`config.mk`:
```
export PLATFORM = sky130hd
export DESIGN_NAME = game_flow_ctrl
export DESIGN_NICKNAME = d
export VERILOG_FILES = /design/src/rtl/game_flow_ctrl.sv
export SDC_FILE = /design/constraint.sdc
export NUM_CORES = 1
export LEC_CHECK = 0
export ABC_AREA = 1
export ABC_CLOCK_PERIOD_IN_PS = 2100
export CORE_MARGIN = 2
export CORE_UTILIZATION = 40
export DETAILED_ROUTE_END_ITERATION = 12
export SYNTH_ARGS = -nofsm -noshare
export SYNTH_HDL_FRONTEND = slang
export SYNTH_SLANG_ARGS = --single-unit
```
`constraint.sdc`:
```
create_clock -name clk -period 2.1 [get_ports clk]
set_clock_uncertainty 0.05 [all_clocks]
set_input_delay 0.42 -clock clk [delete_from_list [all_inputs] [get_ports clk]]
set_output_delay 0.42 -clock clk [all_outputs]
set_load 0.02 [all_outputs]
```
`src/rtl/game_flow_ctrl.sv`:
```
// Top-level rally game sequencer: start-button conditioning, lives tracking,
// death timing and fuel-block refill control.
// Optional build macro: EXTRA_LIFE_EN (level_clear grants a life and a refill).
module game_flow_ctrl #(
    parameter int unsigned LIVES_INIT  = 3,
    parameter int unsigned DEATH_TICKS = 100000000,
    parameter int unsigned CNT_W       = 27
) (
    input  logic       clk,
    input  logic       rst,
    input  logic       start_btn,
    input  logic       time_out,
    input  logic       crash,
    input  logic       level_clear,
    output logic       fuel_rst,
    output logic       play_en,
    output logic [1:0] lives,
    output logic [2:0] state,
    output logic       game_over
);

    typedef enum logic [2:0] {
        StIdle     = 3'd0,
        StRespawn  = 3'd1,
        StPlay     = 3'd2,
        StDying    = 3'd3,
        StGameOver = 3'd4
    } state_e;

    localparam logic [CNT_W-1:0] TimerLast = CNT_W'(DEATH_TICKS - 1);
    localparam logic [1:0]       LivesInit = 2'(LIVES_INIT);

    state_e           state_q, state_d;
    logic [1:0]       lives_q, lives_d;
    logic [CNT_W-1:0] timer_q, timer_d;
    logic [2:0]       sync_q, sync_d;
    logic             fuel_rst_q, fuel_rst_d;
    logic             play_en_q, play_en_d;
    logic             game_over_q, game_over_d;
    logic             start_evt;
    logic             bonus;

`ifndef EXTRA_LIFE_EN
    logic unused_level_clear;
    assign unused_level_clear = level_clear;
`endif

    // Two synchronizer stages plus one edge-detect stage; a held button fires once.
    always_comb begin
        sync_d    = {sync_q[1:0], start_btn};
        start_evt = sync_q[1] & ~sync_q[2];
    end

    // Next-state, lives, death timer and registered output decode.
    always_comb begin
        state_d = state_q;
        lives_d = lives_q;
        timer_d = '0;
        bonus   = 1'b0;

        unique case (state_q)
            StIdle, StGameOver: begin
                if (start_evt) begin
                    state_d = StRespawn;
                    lives_d = LivesInit;
                end
            end
            StRespawn: begin
                state_d = StPlay;
            end
            StPlay: begin
                // Death takes priority over a same-cycle level clear.
                if (time_out || crash) begin
                    state_d = StDying;
                end
`ifdef EXTRA_LIFE_EN
                else if (level_clear) begin
                    bonus = 1'b1;
                    if (lives_q != 2'd3) begin
                        lives_d = lives_q + 2'd1;
                    end
                end
`endif
            end
            StDying: begin
                if (timer_q == TimerLast) begin
                    lives_d = lives_q - 2'd1;
                    state_d = (lives_q == 2'd1) ? StGameOver : StRespawn;
                end else begin
                    timer_d = timer_q + 1'b1;
                end
            end
            default: begin
                state_d = StIdle;
            end
        endcase

        fuel_rst_d  = (state_d == StIdle) || (state_d == StRespawn) || bonus;
        play_en_d   = (state_d == StPlay);
        game_over_d = (state_d == StGameOver);
    end

    // State and registered outputs with synchronous reset.
    always_ff @(posedge clk) begin
        if (rst) begin
            state_q     <= StIdle;
            lives_q     <= 2'd0;
            timer_q     <= '0;
            sync_q      <= 3'b000;
            fuel_rst_q  <= 1'b1;
            play_en_q   <= 1'b0;
            game_over_q <= 1'b0;
        end else begin
            state_q     <= state_d;
            lives_q     <= lives_d;
            timer_q     <= timer_d;
            sync_q      <= sync_d;
            fuel_rst_q  <= fuel_rst_d;
            play_en_q   <= play_en_d;
            game_over_q <= game_over_d;
        end
    end

    assign fuel_rst  = fuel_rst_q;
    assign play_en   = play_en_q;
    assign lives     = lives_q;
    assign state     = state_q;
    assign game_over = game_over_q;

endmodule
```
==> results.cfg <==
[power_and_ir_drop]
power_frac_clock_pct = 40.8
p_comb_share_pct = 4.3
p_total_w = 0.001336
irDropWorstVdd_mv = 0.2674
p_int_w = 0.001021
p_seq_share_pct = 54.9
p_leak_nw = 0.7528
p_per_area_nw_per_um2 = 588.6
switchingPower_w = 0.0003152
p_sw_share_pct = 23.59

[run]
maxCapViolations = 0

[cts]
hold_buffers = 0
cts_sinks = 38
htreeDepth = 2
post_cts_buffers = 0
cts_tree = built
clk_latency_ns = 0.29
clk_pin_slew_ns = 0.08
cts_buffer_depth = 2
cts-buffers-inserted = 5
clock_tree.root_cell = clkbuf_8
cts_resized = 0

[yosys]
synth_ff_type = dfxtp_1
synth_edf_count = 0
postSynthNetCount = 306
synthArstFlopShare_pct = 0
synth_sequential_area_ratio_pct = 38.75
postSynthAreaPerCell_um2 = 6.588
ys_warn_count = 0
synth_cells = 298
ys_ff_latch = 38
syn_area_um2 = 1963
synth_cell_types = 25

[route]
routed_wl_um = 4424
wire_per_inst_um = 11.43
vias_per_cell = 4.708
drc = 0
firstDrtPassIters = 4
drtIter0Drc = 90
ant_nets = 0
vias = 1822

[critical_path]
path_delay_family = buffers and inverters
worstRegToRegCells = 8
crit_path_max_fanout = 5
path_class = flip-flop to output pin
critPathLaunch = state[2]
required_ns = 1.63
worst-path-buf-inv = 1
r2r_end = timer_q[15]
cp.arrival_ns = 1.34
cpPeakStageDelay_ns = 0.64
cp_num_cells = 1
cp-end-kind = output pin
reg2reg_from = timer_q[1]
cp_slowest_cell = clkdlybuf4s50_1
r2r_slack_ns = 0.41
start_kind = flip-flop
crit_path_end = state[2]
crit_path_cell_trace = clkdlybuf4s50_1

[timing]
relSlewSlack_pct = 68.89
finalCriticalPeriod_ns = 1.811
worst_slew_pin_slew_ns = 0.4649
setup_tns_ns = 0
hold_viol = 0
setup_ws_ns = 0.2886
rsz0062_at_grt = no
fin_crit_sh_pct = 86.26
finalSetupViolations = 0
hold_ws_ns = 0.3566
fmax_ghz = 0.5521
drv_slew = 0

[floorplan]
start_util_pct = 41.56
core_area_um2 = 4723
die_area_um2 = 5484
rows = 25
dieHeight_um = 74.06
io_pins = 14
fp.dieW_um = 74.06

[placed_design]
place_worst_setup_slack_ns = 0.3772
place.gp.congestion = 0.8942
hpwl_um = 3455
port_buffers = 12

[status]
status = finished clean

[global_route]
grt_util_all_layers_pct = 18.95
grt_max_degree = 28
grt_pass1_wl_um = 7824
grt_pass1_vias = 1708
antenna_found_initial = 0
grt_overflow = 0

[final_layout]
n_antenna_cell = 0
final_common_cell = nand2_1
syn_to_final_growth_pct = 15.62
layout_common_cells = nand2_1, nor2_1, dfxtp_1, inv_1, a21oi_1
nFillCells = 484
drive_gt1_share_pct = 6.875
fin_nets = 327

[min_path]
min-delay-path-class = flip-flop to flip-flop
hp-start = sync_q[0]
flip-flops by register name, summed over array words and instances, names as in the netlist:
name and count:
fuel_rst 1, lives 2, sync_q 3, game_over 1
state 3, play_en 1, timer_q 27
metal layers:
metal	GRT usage, %	vias to the layer above	routed length [um]
met2	28.27	22	1956
met5	0	-	0
met4	8.283	0	95
met3	5.149	8	147
li1	-	986	-
met1	25.71	806	2225
cells in the mapped netlist, drive strengths merged, types with 2 or more instances:
cell type	count	area (um2)
inv	37	138.9
or2	3	18.77
o21ai	2	10.01
nor2	59	246.5
nand2	87	336.6
nand3b	2	15.01
buf	2	22.52
ha	2	25.02
dfxtp	38	760.7
a21oi	23	115.1
nand4	8	50.05
xnor2	2	17.52
nor3	6	41.29
nand3	21	117.6
xor2	3	26.28
through the flow:
step,cell area [um2],utilization [%],std cells
after floorplan,1963,-,298
after detailed placement,2175,46.04,379
after global placement,2175,46.04,379
after global routing,2270,48.05,387
after CTS,2270,48.05,387
final,2270,48.05,387
kinds of logic after synthesis:
logic type | after synthesis | synth area share [%]
XOR/XNOR | 5 | 2.231
AO/OA/AOI/OAI | 27 | 7.139
flip-flops | 38 | 38.75
adder cells (fa/ha/maj) | 2 | 1.274
buffers and inverters | 39 | 8.222
AND/OR/NAND/NOR | 187 | 42.38
how the worst min path moves through the flow:
stage | endpoint | slack, ns | cells past startpoint
global route | sync_q[1] | 0.37 | 2
global placement | sync_q[1] | 0.34 | 2
floorplan | sync_q[1] | 0.34 | 2
finish | sync_q[1] | 0.36 | 2
detailed placement | sync_q[1] | 0.35 | 2
CTS | sync_q[1] | 0.36 | 2
cell type report:
class                   instances  area [um2]  area share (%)
repair buffers                 16       150.1           6.615
clock inverters                 2       12.51          0.5513
clock buffers                   6       82.58           3.638
well taps                      67       83.83           3.693
inverters                      37       138.9           6.119
multi-input cells             221        1041           45.87
flip-flops and latches         38       760.7           33.52
power groups by stage:
stage               Sequential (W)  Clock, W  Combinational, W
finish                    0.000734  0.000545         0.0000576
global route              0.000735  0.000586         0.0000662
CTS                       0.000734  0.000556         0.0000583
detailed placement        0.000751         0         0.0000582
global placement          0.000751         0         0.0000575
floorplan                 0.000759         0         0.0000221
Note: power is estimated with default switching activity, not from simulation.
